$ cat config.mk
export PLATFORM = sky130hd
export DESIGN_NAME = lcd_text_sequencer_flat
export DESIGN_NICKNAME = d
export VERILOG_FILES = /design/src/rtl/lcd_pkg.sv /design/src/rtl/lcd_text_sequencer_if.sv /design/src/rtl/lcd_cmd_fifo.sv /design/src/rtl/lcd_text_sequencer.sv /design/src/flat_wrapper.sv
export SDC_FILE = /design/constraint.sdc
export NUM_CORES = 1
export LEC_CHECK = 0
export ABC_CLOCK_PERIOD_IN_PS = 3330
export CORE_MARGIN = 4
export CORE_UTILIZATION = 57
export DETAILED_ROUTE_END_ITERATION = 16
export PLACE_DENSITY_LB_ADDON = 0.1
export SYNTH_ARGS = -nofsm -noshare
export SYNTH_HDL_FRONTEND = slang
export SYNTH_SLANG_ARGS = --single-unit
$ cat constraint.sdc
create_clock -name clk -period 3.33 [get_ports clk]
set_input_delay 0.999 -clock clk [delete_from_list [all_inputs] [get_ports clk]]
set_output_delay 0.999 -clock clk [all_outputs]
set_load 0.005 [all_outputs]
$ cat src/rtl/lcd_pkg.sv
// Shared types and HD44780 command constants for the LCD text sequencer.
package lcd_pkg;

  typedef enum logic [2:0] {
    StPwrup,
    StInitIssue,
    StInitWait,
    StIdle,
    StWait
  } lcd_state_e;

  localparam logic [7:0] FUNC_SET_8BIT_2LINE = 8'h38;
  localparam logic [7:0] DISP_ON_CUR_OFF     = 8'h0C;
  localparam logic [7:0] CLEAR               = 8'h01;
  localparam logic [7:0] ENTRY_INC           = 8'h06;

  localparam int unsigned INIT_LEN = 5;

  // Function set is sent twice so the panel latches 8-bit mode reliably.
  function automatic logic [7:0] init_cmd(input logic [2:0] idx);
    logic [7:0] cmd;
    case (idx)
      3'd0, 3'd1: cmd = FUNC_SET_8BIT_2LINE;
      3'd2:       cmd = DISP_ON_CUR_OFF;
      3'd3:       cmd = CLEAR;
      default:    cmd = ENTRY_INC;
    endcase
    return cmd;
  endfunction

endpackage

$ cat src/rtl/lcd_text_sequencer_if.sv
// Start/done handshake toward the LCD custom-instruction controller.
interface lcd_text_sequencer_if;
  logic        lcd_start;
  logic [31:0] lcd_dataa;
  logic [31:0] lcd_datab;
  logic        lcd_done;

  modport master (output lcd_start, output lcd_dataa, output lcd_datab, input lcd_done);
  modport slave  (input lcd_start, input lcd_dataa, input lcd_datab, output lcd_done);
endinterface

$ cat src/rtl/lcd_cmd_fifo.sv
// Synchronous FIFO of {rs, byte} entries with registered full/empty and sticky overflow.
module lcd_cmd_fifo #(
  parameter int unsigned DEPTH = 16,
  parameter int unsigned WIDTH = 9
) (
  input  logic             clk,
  input  logic             reset,
  input  logic             push,
  input  logic [WIDTH-1:0] push_data,
  input  logic             pop,
  output logic [WIDTH-1:0] pop_data,
  output logic             full,
  output logic             empty,
  output logic             overflow
);

  localparam int unsigned PtrW = $clog2(DEPTH);
  localparam int unsigned CntW = PtrW + 1;

  logic [WIDTH-1:0] mem_q [DEPTH];
  logic [PtrW-1:0]  wr_ptr_q, rd_ptr_q;
  logic [CntW-1:0]  cnt_q, cnt_d;
  logic             full_q, empty_q, overflow_q;
  logic             push_ok, pop_ok;

  // A push while full is dropped even if a pop frees a slot this cycle.
  assign push_ok = push & ~full_q;
  assign pop_ok  = pop & ~empty_q;
  assign cnt_d   = cnt_q + CntW'(push_ok) - CntW'(pop_ok);

  always_ff @(posedge clk) begin
    if (push_ok) begin
      mem_q[wr_ptr_q] <= push_data;
    end
  end

  always_ff @(posedge clk or posedge reset) begin
    if (reset) begin
      wr_ptr_q   <= '0;
      rd_ptr_q   <= '0;
      cnt_q      <= '0;
      full_q     <= 1'b0;
      empty_q    <= 1'b1;
      overflow_q <= 1'b0;
    end else begin
      if (push_ok) wr_ptr_q <= wr_ptr_q + 1'b1;
      if (pop_ok)  rd_ptr_q <= rd_ptr_q + 1'b1;
      cnt_q   <= cnt_d;
      full_q  <= (cnt_d == CntW'(DEPTH));
      empty_q <= (cnt_d == '0);
      if (push && full_q) overflow_q <= 1'b1;
    end
  end

  assign pop_data = mem_q[rd_ptr_q];
  assign full     = full_q;
  assign empty    = empty_q;
  assign overflow = overflow_q;

endmodule

$ cat src/rtl/lcd_text_sequencer.sv
// Runs the HD44780 power-up init, then drains queued command/character bytes
// to the LCD controller one start/done handshake at a time.
module lcd_text_sequencer
  import lcd_pkg::*;
#(
  parameter int unsigned FIFO_DEPTH   = 16,
  parameter int unsigned PWRUP_CYCLES = 750000
) (
  input  logic                  clk,
  input  logic                  reset,
  input  logic                  wr_en,
  input  logic                  wr_rs,
  input  logic [7:0]            wr_data,
  output logic                  full,
  output logic                  empty,
  output logic                  overflow,
  output logic                  init_done,
  output logic                  busy,
  lcd_text_sequencer_if.master  lcd
);

  localparam int unsigned CntW = (PWRUP_CYCLES > 1) ? $clog2(PWRUP_CYCLES) : 1;

  lcd_state_e      state_q, state_d;
  logic [CntW-1:0] cnt_q, cnt_d;
  logic [2:0]      idx_q, idx_d;
  logic            init_done_q, init_done_d;
  logic [8:0]      ent_q, ent_d;
  logic [8:0]      cur, head;
  logic            start, pop, fifo_empty;

  lcd_cmd_fifo #(
    .DEPTH (FIFO_DEPTH),
    .WIDTH (9)
  ) u_fifo (
    .clk       (clk),
    .reset     (reset),
    .push      (wr_en),
    .push_data ({wr_rs, wr_data}),
    .pop       (pop),
    .pop_data  (head),
    .full      (full),
    .empty     (fifo_empty),
    .overflow  (overflow)
  );

  always_ff @(posedge clk or posedge reset) begin
    if (reset) begin
      state_q     <= StPwrup;
      cnt_q       <= '0;
      idx_q       <= '0;
      init_done_q <= 1'b0;
      ent_q       <= '0;
    end else begin
      state_q     <= state_d;
      cnt_q       <= cnt_d;
      idx_q       <= idx_d;
      init_done_q <= init_done_d;
      ent_q       <= ent_d;
    end
  end

  // Start is decoded from state so it can never still be high once WAIT is entered;
  // the issued entry is latched so data holds steady until done.
  always_comb begin
    state_d     = state_q;
    cnt_d       = cnt_q;
    idx_d       = idx_q;
    init_done_d = init_done_q;
    ent_d       = ent_q;
    cur         = ent_q;
    start       = 1'b0;
    pop         = 1'b0;
    unique case (state_q)
      StPwrup: begin
        if (cnt_q == CntW'(PWRUP_CYCLES - 1)) begin
          state_d = StInitIssue;
          idx_d   = '0;
        end else begin
          cnt_d = cnt_q + 1'b1;
        end
      end
      StInitIssue: begin
        start   = 1'b1;
        cur     = {1'b0, init_cmd(idx_q)};
        ent_d   = cur;
        state_d = StInitWait;
      end
      StInitWait: begin
        if (lcd.lcd_done) begin
          if (idx_q == 3'(INIT_LEN - 1)) begin
            init_done_d = 1'b1;
            state_d     = StIdle;
          end else begin
            idx_d   = idx_q + 1'b1;
            state_d = StInitIssue;
          end
        end
      end
      StIdle: begin
        if (!fifo_empty) begin
          pop     = 1'b1;
          start   = 1'b1;
          cur     = head;
          ent_d   = head;
          state_d = StWait;
        end
      end
      StWait: begin
        if (lcd.lcd_done) state_d = StIdle;
      end
      default: state_d = StPwrup;
    endcase
  end

  assign lcd.lcd_start = start;
  assign lcd.lcd_dataa = {31'b0, cur[8]};
  assign lcd.lcd_datab = {24'b0, cur[7:0]};
  assign empty         = fifo_empty;
  assign init_done     = init_done_q;
  assign busy          = (state_q != StIdle);

endmodule

$ cat src/flat_wrapper.sv
// flat-port wrapper written by rule: the top's interface ports become plain ports
module lcd_text_sequencer_flat import lcd_pkg::*;
#(
  parameter int unsigned FIFO_DEPTH   = 16,
  parameter int unsigned PWRUP_CYCLES = 750000
)
  (clk, reset, wr_en, wr_rs, wr_data, full, empty, overflow, init_done, busy, lcd_lcd_start, lcd_lcd_dataa, lcd_lcd_datab, lcd_lcd_done);
  lcd_text_sequencer_if lcd_i ();
  input  logic clk;
  input  logic reset;
  input  logic wr_en;
  input  logic wr_rs;
  input  logic [7:0] wr_data;
  output logic full;
  output logic empty;
  output logic overflow;
  output logic init_done;
  output logic busy;
  output wire logic [$bits(lcd_i.lcd_start)-1:0] lcd_lcd_start;
  output wire logic [$bits(lcd_i.lcd_dataa)-1:0] lcd_lcd_dataa;
  output wire logic [$bits(lcd_i.lcd_datab)-1:0] lcd_lcd_datab;
  input wire logic [$bits(lcd_i.lcd_done)-1:0] lcd_lcd_done;
  assign lcd_lcd_start = lcd_i.lcd_start;
  assign lcd_lcd_dataa = lcd_i.lcd_dataa;
  assign lcd_lcd_datab = lcd_i.lcd_datab;
  assign lcd_i.lcd_done = lcd_lcd_done;
  lcd_text_sequencer #(.FIFO_DEPTH(FIFO_DEPTH), .PWRUP_CYCLES(PWRUP_CYCLES)) u_core (.clk(clk), .reset(reset), .wr_en(wr_en), .wr_rs(wr_rs), .wr_data(wr_data), .full(full), .empty(empty), .overflow(overflow), .init_done(init_done), .busy(busy), .lcd(lcd_i));
endmodule
==> results of run 1 <==
==> metrics by stage <==
step / setup TNS [ns] / utilization [%] / instance area, µm² / hold WS (ns) / worst slack [ns]
floorplan: 0 / - / 8780 / 0.445 / 0.314
detailed placement: -0.118 / 62.5 / 9150 / 0.458 / -0.0933
global placement: -0.0263 / 62.5 / 9150 / 0.444 / -0.0263
CTS: -0.0647 / 67.9 / 9940 / 0.482 / -0.0647
global route: -0.263 / 68.7 / 10100 / 0.507 / -0.0756
finish: 0 / 68.7 / 10100 / 0.476 / 0.00722
==> registers in the layout (all words and copies together) (netlist names) <==
name and count:
u_core.cnt_q 20, u_core.ent_q 9, u_core.idx_q 3, u_core.init_done 1, u_core.state_q 3, u_core.u_fifo.cnt_q 5, u_core.u_fifo.empty 1, u_core.u_fifo.full 1
u_core.u_fifo.mem_q 144, u_core.u_fifo.overflow 1, u_core.u_fifo.rd_ptr_q 4, u_core.u_fifo.wr_ptr_q 4
==> metal layers <==
layer / routed length [µm] / GRT usage [%] / up-vias / share of wire, %
li1: - / - / 2139 / -
met1: 7450 / 29.9 / 2442 / 44
met2: 8420 / 34.5 / 167 / 49
met3: 1010 / 5.08 / 16 / 5.9
met4: 234 / 6.23 / 0 / 1.4
met5: 0 / 0 / - / 0
==> cell families after synthesis <==
logic type	count (synthesis)	synth area share (%)
xor+xnor	29	2.96
other cells	1	0.0437
compound gates	41	3.37
fa+ha+maj	17	2.57
flops	196	65.6
simple gates	118	7.71
buf+inv	92	6.47
mux	55	11.3
==> worst min-delay path by stage <==
stage	depth (start not counted)	slack (ns)	to	startpoint
2_1_floorplan	1	0.45	u_core.cnt_q[17]	u_core.cnt_q[17]
3_3_place_gp	1	0.44	u_core.u_fifo.overflow	u_core.u_fifo.overflow
3_5_place_dp	1	0.46	u_core.init_done	u_core.init_done
4_1_cts	1	0.48	u_core.init_done	u_core.init_done
5_1_grt	1	0.51	u_core.init_done	u_core.init_done
6_report	1	0.48	u_core.init_done	u_core.init_done
==> synth_stat cells (2+ instances only) <==
master,count,area share [%]
a22oi_1,3,0.26
xnor2_1,26,2.7
o22ai_1,6,0.44
edfxtp_1,144,50
nand2b_1,6,0.44
nor3_1,5,0.29
mux2_1,2,0.26
a21o_1,3,0.26
o21ai_0,5,0.29
buf_2,3,0.17
nor3b_1,2,0.17
nand4_1,9,0.66
inv_1,17,0.74
or2_2,2,0.15
mux2i_1,17,2.0
nand3_1,13,0.76
mux2_2,3,0.39
a21oi_1,8,0.47
nor4bb_1,2,0.23
dfrtp_1,51,15
a31oi_1,2,0.15
xor2_1,3,0.31
and4_1,2,0.20
o211ai_1,4,0.35
nand2_1,30,1.3
nor2b_1,3,0.22
mux4_2,33,8.7
and3_1,4,0.29
ha_1,16,2.3
nor2_1,14,0.61
buf_1,2,0.088
buf_4,55,4.8
and2_1,18,1.3
a221o_1,3,0.35
clkbuf_1,14,0.61
==> worst reg2reg max path: cells and delay by family, from the launching register on <==
kind	cells	cell delay (ns)
xor+xnor	1	0.17
buf+inv	5	0.57
simple gates	2	0.21
flops	1	0.58
compound gates	2	0.37
fa+ha+maj	3	0.87
==> power groups by stage <==
stage,sequential [W],combinational (W),clock [W]
6_report,0.00301,0.000785,0.00191
5_1_grt,0.00303,0.000873,0.00206
4_1_cts,0.00301,0.000793,0.00194
3_5_place_dp,0.00305,0.000788,0
3_3_place_gp,0.00304,0.000758,0
2_1_floorplan,0.00302,0.000517,0
==> layout make-up <==
type	instances	area, µm²	share of cell area [%]
clock buffers	17	425	4.23
clock inverters	14	123	1.22
inverters	18	67.6	0.671
multi-input cells	315	2680	26.6
flip-flops and latches	196	5630	56.0
well taps	184	230	2.29
repair buffers	95	906	9.00
==> repair_timing <==
| action | CTS | global route |
|---|---|---|
| endpoints found under the setup margin | 9 | 9 |
| endpoints found under the hold margin | 0 | 0 |
| gates cloned | 1 | 1 |
| pin swaps | 4 | 6 |
| setup buffers | 20 | 8 |
| resized for setup | 42 | 12 |
==> flow_metrics.env, run 1 <==
export IMPL_syn_area_mm2=0.00858
export IMPL_grt_usage_pct=21.5
export IMPL_swShare_pct=26.0
export IMPL_ir_drop_uv=382
export IMPL_worst_path_stages=8
export IMPL_io_buffer_count=27
export IMPL_post_place_cells=779
export IMPL_avgSynthCellArea_um2=15.6
export IMPL_pwr_share_seq_pct=52.8
export IMPL_power_w=0.00570
export IMPL_cts_htree_levels=4
export IMPL_hpwl_um=11200
export IMPL_switchingPower_w=0.00148
export IMPL_hold_violations=0
export IMPL_grt_pass1_wl_um=26800
export IMPL_status="completed"
export IMPL_clock_latency_ns=0.43
export IMPL_num_vias=4764
export IMPL_worst_path_max_delay_cell="dfrtp_4"
export IMPL_rsz0062_at_grt="true"
export IMPL_gp_routability_congestion=0.807
export IMPL_post_route_min_period_ns=3.32
export IMPL_core_region_area_mm2=0.0146
export IMPL_path_max_fanout=5
export IMPL_synth_yosys_seq_area_share_pct=65.6
export IMPL_die_area_mm2=0.0171
export IMPL_cts_buffers=17
export IMPL_viasPerCell=5.68
export IMPL_max_cap_violations=0
export IMPL_rr_endpoint="u_core.u_fifo.full"
export IMPL_antenna_found_initial=0
export IMPL_grt_max_degree=53
export IMPL_die_w_um=131
export IMPL_grt_overflow=0
export IMPL_worstSetupStartpointType="register"
export IMPL_cp_endpoint="lcd_lcd_datab[7]"
export IMPL_finalCritPeriodShare_pct=99.8
export IMPL_num_rows=44
export IMPL_max_freq_mhz=301
export IMPL_ctsHoldBuffers=0
export IMPL_critPathArrivalTime_ns=2.32
export IMPL_grt_pass1_vias=4666
export IMPL_fillCellCount=1007
export IMPL_ys_ff_latch=196
export IMPL_cts_sinks=196
export IMPL_path_clk_slew_ns=0.07
export IMPL_rrSetupSlack_ns=0.49
export IMPL_pin_count=83
export IMPL_wl_per_cell_um=20.4
export IMPL_final_cell_mix="144 x edfxtp_1, 55 x conb_1, 55 x buf_4"
export IMPL_ys_async_sr_fraction_pct=26.5
export IMPL_syn_to_final_growth_pct=17.3
export IMPL_post_route_drc_count=0
export IMPL_finalNetCount=673
export IMPL_worst_path_buf_inv=5
export IMPL_final_common_cell="edfxtp_1"
export IMPL_die_height_um=131
export IMPL_final_cells=839
export IMPL_routed_wl_um=17100
export IMPL_synth_distinct_cells=54
export IMPL_drive_gt1_share_pct=24.9
export IMPL_comb_power_share_pct=13.8
export IMPL_start_util_pct=58.6
export IMPL_syn_inst=549
export IMPL_synth_edf_count=144
export IMPL_drt_pass1_iterations=4
export IMPL_path_common_cell="buf_12"
export IMPL_slew_viol_final=0
export IMPL_power_frac_clock_pct=33.5
export IMPL_reg2reg_from="u_core.u_fifo.empty"
export IMPL_clock_skew_ns=0.00688
export IMPL_finalSetupViolCount=0
export IMPL_cts_max_path_buffers=2
export IMPL_p_per_area_mw_per_mm2=566
export IMPL_drt_iter0_drc=439
export IMPL_p_int_w=0.00421
export IMPL_worstRegToRegCells=13
export IMPL_antenna_left=0
export IMPL_hold_path_class="reg -> reg"
export IMPL_leakagePower_nw=3.81
export IMPL_worstPathCellList="buf_12, buf_12, buf_6, mux4_2, inv_2, o22ai_2, a221o_1, buf_2"
export IMPL_slew_headroom_pct=45.1
export IMPL_criticalPathCategory="reg -> out"
export IMPL_cp_required_ns=2.33
export IMPL_synth_main_ff_cell="edfxtp_1"
export IMPL_cts_tree="done"
export IMPL_slowest_delay_ns=0.50
export IMPL_crit_family="buffers and inverters"
export IMPL_crit_start="u_core.u_fifo.rd_ptr_q[0]"
export IMPL_end_kind="primary output"
export IMPL_root_buffer="clkbuf_16"
export IMPL_tightest_slew_ns=0.824
export IMPL_ys_warn_count=0
export IMPL_n_antenna_cell=0
Note: power is estimated with default switching activity, not from simulation.
==> run 2: changes to the inputs <==
CORE_UTILIZATION = 45   (was 57)
HOLD_SLACK_MARGIN = 0.12   (was default)
TNS_END_PERCENT = 100   (was default)
==> run 2 against run 1 <==
Against the previous run:
- via count down 3.5%
- register-to-register slack improved by 0.11 ns
- design area down 0.73%
- die area rose by 25%
- combinational power is essentially flat
- setup slack improved by 0.064 ns
- clock skew up 0.0043 ns
- sequential share of layout area rose by 0.44 points
- clock power grew 4%
- fmax is 2.0% higher
- critical path depth shrank 2
- highest routed layer unchanged
==> flow_metrics.env, run 2 (same netlist as run 1, synthesis figures left out) <==
export IMPL_worstPathCellList="buf_4, buf_12, buf_4, mux4_2, a221o_1, buf_2"
export IMPL_rsz0062_at_grt="true"
export IMPL_cts_tree="done"
export IMPL_pin_count=83
export IMPL_cp_required_ns=2.33
export IMPL_max_cap_violations=0
export IMPL_largest_reg_flops=144
export IMPL_cts_buffers=17
export IMPL_worst_slack_ns=0.0712
export IMPL_io_buffer_count=27
export IMPL_grt_max_degree=28
export IMPL_grt_overflow=0
export IMPL_status="completed"
export IMPL_final_cells=882
export IMPL_die_w_um=146
export IMPL_rrSetupSlack_ns=0.60
export IMPL_cts_max_path_buffers=2
export IMPL_post_place_cells=835
export IMPL_p_per_area_mw_per_mm2=577
export IMPL_tightest_slew_ns=0.806
export IMPL_hold_path_class="reg -> reg"
export IMPL_die_area_mm2=0.0213
export IMPL_cp_endpoint="lcd_lcd_datab[7]"
export IMPL_ir_drop_uv=372
export IMPL_grt_usage_pct=17.4
export IMPL_clock_skew_ns=0.0112
export IMPL_viasPerCell=5.21
export IMPL_drt_iter0_drc=278
export IMPL_slew_headroom_pct=46.3
export IMPL_final_common_cell="edfxtp_1"
export IMPL_worstRegToRegCells=11
export IMPL_finalNetCount=665
export IMPL_hpwl_um=12100
export IMPL_reg2reg_from="u_core.u_fifo.empty"
export IMPL_path_common_cell="buf_4"
export IMPL_antenna_found_initial=0
export IMPL_cts_htree_levels=4
export IMPL_rr_endpoint="u_core.u_fifo.full"
export IMPL_finalCritPeriodShare_pct=97.9
export IMPL_critPathArrivalTime_ns=2.26
export IMPL_criticalPathCategory="reg -> out"
export IMPL_crit_family="buffers and inverters"
export IMPL_post_route_drc_count=0
export IMPL_tns_ns=0
export IMPL_worst_path_max_delay_cell="dfrtp_4"
export IMPL_cts_sinks=196
export IMPL_drt_pass1_iterations=4
export IMPL_num_rows=50
export IMPL_syn_to_final_growth_pct=16.4
export IMPL_wl_per_cell_um=20.3
export IMPL_antenna_left=0
export IMPL_max_freq_mhz=307
export IMPL_regMostFlops="u_core.u_fifo.mem_q"
export IMPL_core_region_area_mm2=0.0187
export IMPL_path_clk_slew_ns=0.07
export IMPL_gp_routability_congestion=0.816
export IMPL_slowest_delay_ns=0.50
export IMPL_leakagePower_nw=3.75
export IMPL_fin_util_pct=53.4
export IMPL_crit_start="u_core.u_fifo.rd_ptr_q[0]"
export IMPL_grt_pass1_wl_um=28100
export IMPL_worstSetupStartpointType="register"
export IMPL_clock_latency_ns=0.42
export IMPL_power_w=0.00577
export IMPL_fillCellCount=1500
export IMPL_largestRegisters="u_core.u_fifo.mem_q x144, u_core.cnt_q x20, u_core.ent_q x9"
export IMPL_hold_violations=0
export IMPL_worst_path_buf_inv=4
export IMPL_routed_wl_um=17900
export IMPL_slew_viol_final=0
export IMPL_final_cell_mix="144 x edfxtp_1, 55 x conb_1, 50 x buf_4"
export IMPL_start_util_pct=45.9
export IMPL_dp_slack_ns=-0.105
export IMPL_grt_pass1_vias=4678
export IMPL_path_max_fanout=12
export IMPL_finalSetupViolCount=0
export IMPL_n_antenna_cell=0
export IMPL_end_kind="primary output"
export IMPL_post_route_min_period_ns=3.26
export IMPL_num_vias=4598
export IMPL_root_buffer="clkbuf_16"
export IMPL_worst_path_stages=6
export IMPL_die_height_um=146
export IMPL_drive_gt1_share_pct=23.9
==> run 2: cell type report <==
class                           count  area, µm²  area share [%]
Clock inverter                     12        121            1.22
Sequential cell                   196       5630            56.4
Tap cell                          234        293            2.93
Clock buffer                       20        447            4.47
Timing Repair Buffer               87        766            7.67
Multi-Input combinational cell    315       2660            26.6
Inverter                           18       67.6           0.676
==> run 2: worst min-delay path by stage <==
stage | cells after the start | slack, ns | endpoint | from
2_1_floorplan | 1 | 0.45 | u_core.cnt_q[17] | u_core.cnt_q[17]
3_3_place_gp | 1 | 0.44 | u_core.u_fifo.overflow | u_core.u_fifo.overflow
3_5_place_dp | 1 | 0.45 | u_core.u_fifo.overflow | u_core.u_fifo.overflow
4_1_cts | 1 | 0.47 | u_core.u_fifo.overflow | u_core.u_fifo.overflow
5_1_grt | 1 | 0.49 | u_core.cnt_q[17] | u_core.cnt_q[17]
6_report | 1 | 0.47 | u_core.u_fifo.overflow | u_core.u_fifo.overflow
==> run 2: routing by layer <==
metal / track usage [%] / wire [µm] / vias up
met4: 4.23 / 174 / 0
met2: 27.4 / 8670 / 122
met3: 3.69 / 777 / 9
met5: 0 / 0 / -
li1: - / - / 2113
met1: 25.2 / 8320 / 2354
==> run 2: repair_timing <==
| action | CTS | global route |
|---|---|---|
| resized for setup | 32 | 17 |
| buffers inserted | 11 | 4 |
| pin swaps | 7 | 10 |
| hold buffers | 0 | 0 |
| cloned | 1 | 0 |
| setup endpoints to repair | 9 | 8 |
==> run 2: where the power goes <==
part           total, W  switching [W]  leakage, nW  internal, W
logic          0.000782       0.000451         1.49     0.000331
registers       0.00300       0.000102         1.98      0.00290
clock network   0.00198       0.000908        0.277      0.00107
total           0.00577        0.00146         3.75      0.00430
==> run 2: through the flow <==
step	instance area (µm²)	hold slack [ns]
after floorplan	8780	0.445
after global placement	9250	0.442
after detailed placement	9250	0.450
after CTS	9970	0.471
after global routing	9990	0.492
final	9990	0.474
==> run 3: changes to the inputs <==
ABC_CLOCK_PERIOD_IN_PS = 2990   (was 3330)
clock period = 2.99 ns   (was 3.33 ns; I/O delays follow)
==> run 3 against run 2 <==
Against the previous run:
- the flow now finishes with violations (negative setup slack)
- first-iteration DRC count is 6.5% lower
- non-clock buffer count up 14
- sequential cell count unchanged
- combinational power is 24% higher
- final cell count rose by 1.6%
- hold slack about the same
- wire length rose by 0.50%
- via count is 2.6% higher
- largest cell class unchanged
==> flow_metrics.env, run 3 (same netlist as run 1, synthesis figures left out) <==
export IMPL_drive_gt1_share_pct=27.0
export IMPL_routed_wl_um=18000
export IMPL_rsz0062_at_grt="true"
export IMPL_worstPathCellList="buf_12, mux4_2, mux2i_1, nor2_1, or3_1, buf_2"
export IMPL_core_region_area_mm2=0.0187
export IMPL_gp_routability_congestion=0.825
export IMPL_dp_slack_ns=-0.336
export IMPL_hpwl_um=12100
export IMPL_worst_path_buf_inv=2
export IMPL_cp_required_ns=2.09
export IMPL_tightest_slew_ns=0.826
export IMPL_final_cells=896
export IMPL_die_w_um=146
export IMPL_slew_headroom_pct=44.9
export IMPL_syn_to_final_growth_pct=19.7
export IMPL_criticalPathCategory="reg -> out"
export IMPL_max_freq_mhz=312
export IMPL_end_kind="primary output"
export IMPL_hold_violations=0
export IMPL_start_util_pct=45.9
export IMPL_worst_slack_ns=-0.217
export IMPL_p_per_area_mw_per_mm2=634
export IMPL_hold_slack_ns=0.474
export IMPL_root_buffer="clkbuf_16"
export IMPL_finalSetupViolCount=8
export IMPL_slowest_delay_ns=0.51
export IMPL_grt_max_degree=53
export IMPL_wl_per_cell_um=20.1
export IMPL_path_max_fanout=5
export IMPL_grt_pass1_vias=4801
export IMPL_critPathArrivalTime_ns=2.31
export IMPL_cts_htree_levels=4
export IMPL_worstSetupStartpointType="register"
export IMPL_regMostFlops="u_core.u_fifo.mem_q"
export IMPL_final_cell_mix="144 x edfxtp_1, 55 x conb_1, 48 x buf_4, 48 x dfrtp_1, 33 x mux4_2"
export IMPL_max_cap_violations=0
export IMPL_final_common_cell="edfxtp_1"
export IMPL_drt_iter0_drc=260
export IMPL_finalNetCount=679
export IMPL_antenna_left=0
export IMPL_n_antenna_cell=0
export IMPL_post_route_drc_count=0
export IMPL_path_clk_slew_ns=0.07
export IMPL_cts_tree="done"
export IMPL_violations="negative setup slack"
export IMPL_post_route_min_period_ns=3.21
export IMPL_pin_count=83
export IMPL_fin_util_pct=54.9
export IMPL_grt_overflow=0
export IMPL_clock_latency_ns=0.43
export IMPL_grt_pass1_wl_um=28200
export IMPL_largestRegisters="u_core.u_fifo.mem_q x144, u_core.cnt_q x20, u_core.ent_q x9"
export IMPL_largest_reg_flops=144
export IMPL_grt_usage_pct=17.2
export IMPL_cts_sinks=196
export IMPL_clock_skew_ns=0.0105
export IMPL_die_area_mm2=0.0213
export IMPL_slew_viol_final=0
export IMPL_viasPerCell=5.27
export IMPL_finalCritPeriodShare_pct=107
export IMPL_worst_path_max_delay_cell="dfrtp_4"
export IMPL_status="finished with violations"
export IMPL_post_place_cells=840
export IMPL_crit_family="multiplexers"
export IMPL_ctsHoldBuffers=0
export IMPL_antenna_found_initial=0
export IMPL_cts_max_path_buffers=2
export IMPL_io_buffer_count=27
export IMPL_num_vias=4718
export IMPL_cts_buffers=17
export IMPL_power_w=0.00651
export IMPL_hold_path_class="reg -> reg"
export IMPL_drt_pass1_iterations=5
export IMPL_leakagePower_nw=3.88
export IMPL_ir_drop_uv=479
export IMPL_num_rows=50
export IMPL_die_height_um=146
==> run 3: layout make-up <==
| type | count | area, µm² |
|---|---|---|
| inverter | 18 | 67.6 |
| multi-input combinational | 315 | 2690 |
| clock inverter | 14 | 141 |
| clock buffer | 18 | 429 |
| fill | 1518 | 8430 |
| tap | 234 | 293 |
| sequential | 196 | 5630 |
| timing repair buffer | 101 | 1020 |
==> run 3: metrics by stage <==
stage	TNS, ns	cell area (µm²)
final	-1.09	10300
after CTS	-1.53	10200
after global routing	-1.80	10300
after global placement	-1.93	9400
after detailed placement	-2.32	9400
after floorplan	0	8780
==> run 3: repair_timing <==
item                                    in CTS  in global routing
hold endpoints to repair                     0                  0
cloned                                       1                  0
pin swaps                                   11                  9
gates resized for setup                     62                 14
buffers inserted                            18                  7
endpoints found under the setup margin       9                 11
==> run 3: worst paths after layout <==
| kind | from | endpoint | slack (ns) | cells after the start |
|---|---|---|---|---|
| worst min-delay path | u_core.u_fifo.overflow | u_core.u_fifo.overflow | 0.47 | 1 |
| worst max register to register | u_core.u_fifo.empty | u_core.u_fifo.full | 0.28 | 11 |
| min in group asynchronous | reset | u_core.cnt_q[2] | 0.84 | 3 |
| worst min register to register | u_core.u_fifo.overflow | u_core.u_fifo.overflow | 0.47 | 1 |
| worst max-delay path | u_core.u_fifo.rd_ptr_q[0] | lcd_lcd_datab[1] | -0.22 | 6 |
| max in group asynchronous | reset | u_core.u_fifo.empty | 1.84 | 3 |
==> run 3: power breakdown <==
group	internal [W]	switching, W
combinational	0.000463	0.000509
clock	0.00111	0.00108
sequential	0.00323	0.000117
total	0.00481	0.00171
==> run 3: metal layers <==
layer / vias up / wire [µm] / global-route usage [%]
met2: 136 / 8720 / 28.6
met1: 2428 / 8240 / 23.9
met4: 0 / 155 / 3.15
met5: - / 0 / 0
met3: 14 / 909 / 3.69
li1: 2140 / - / -
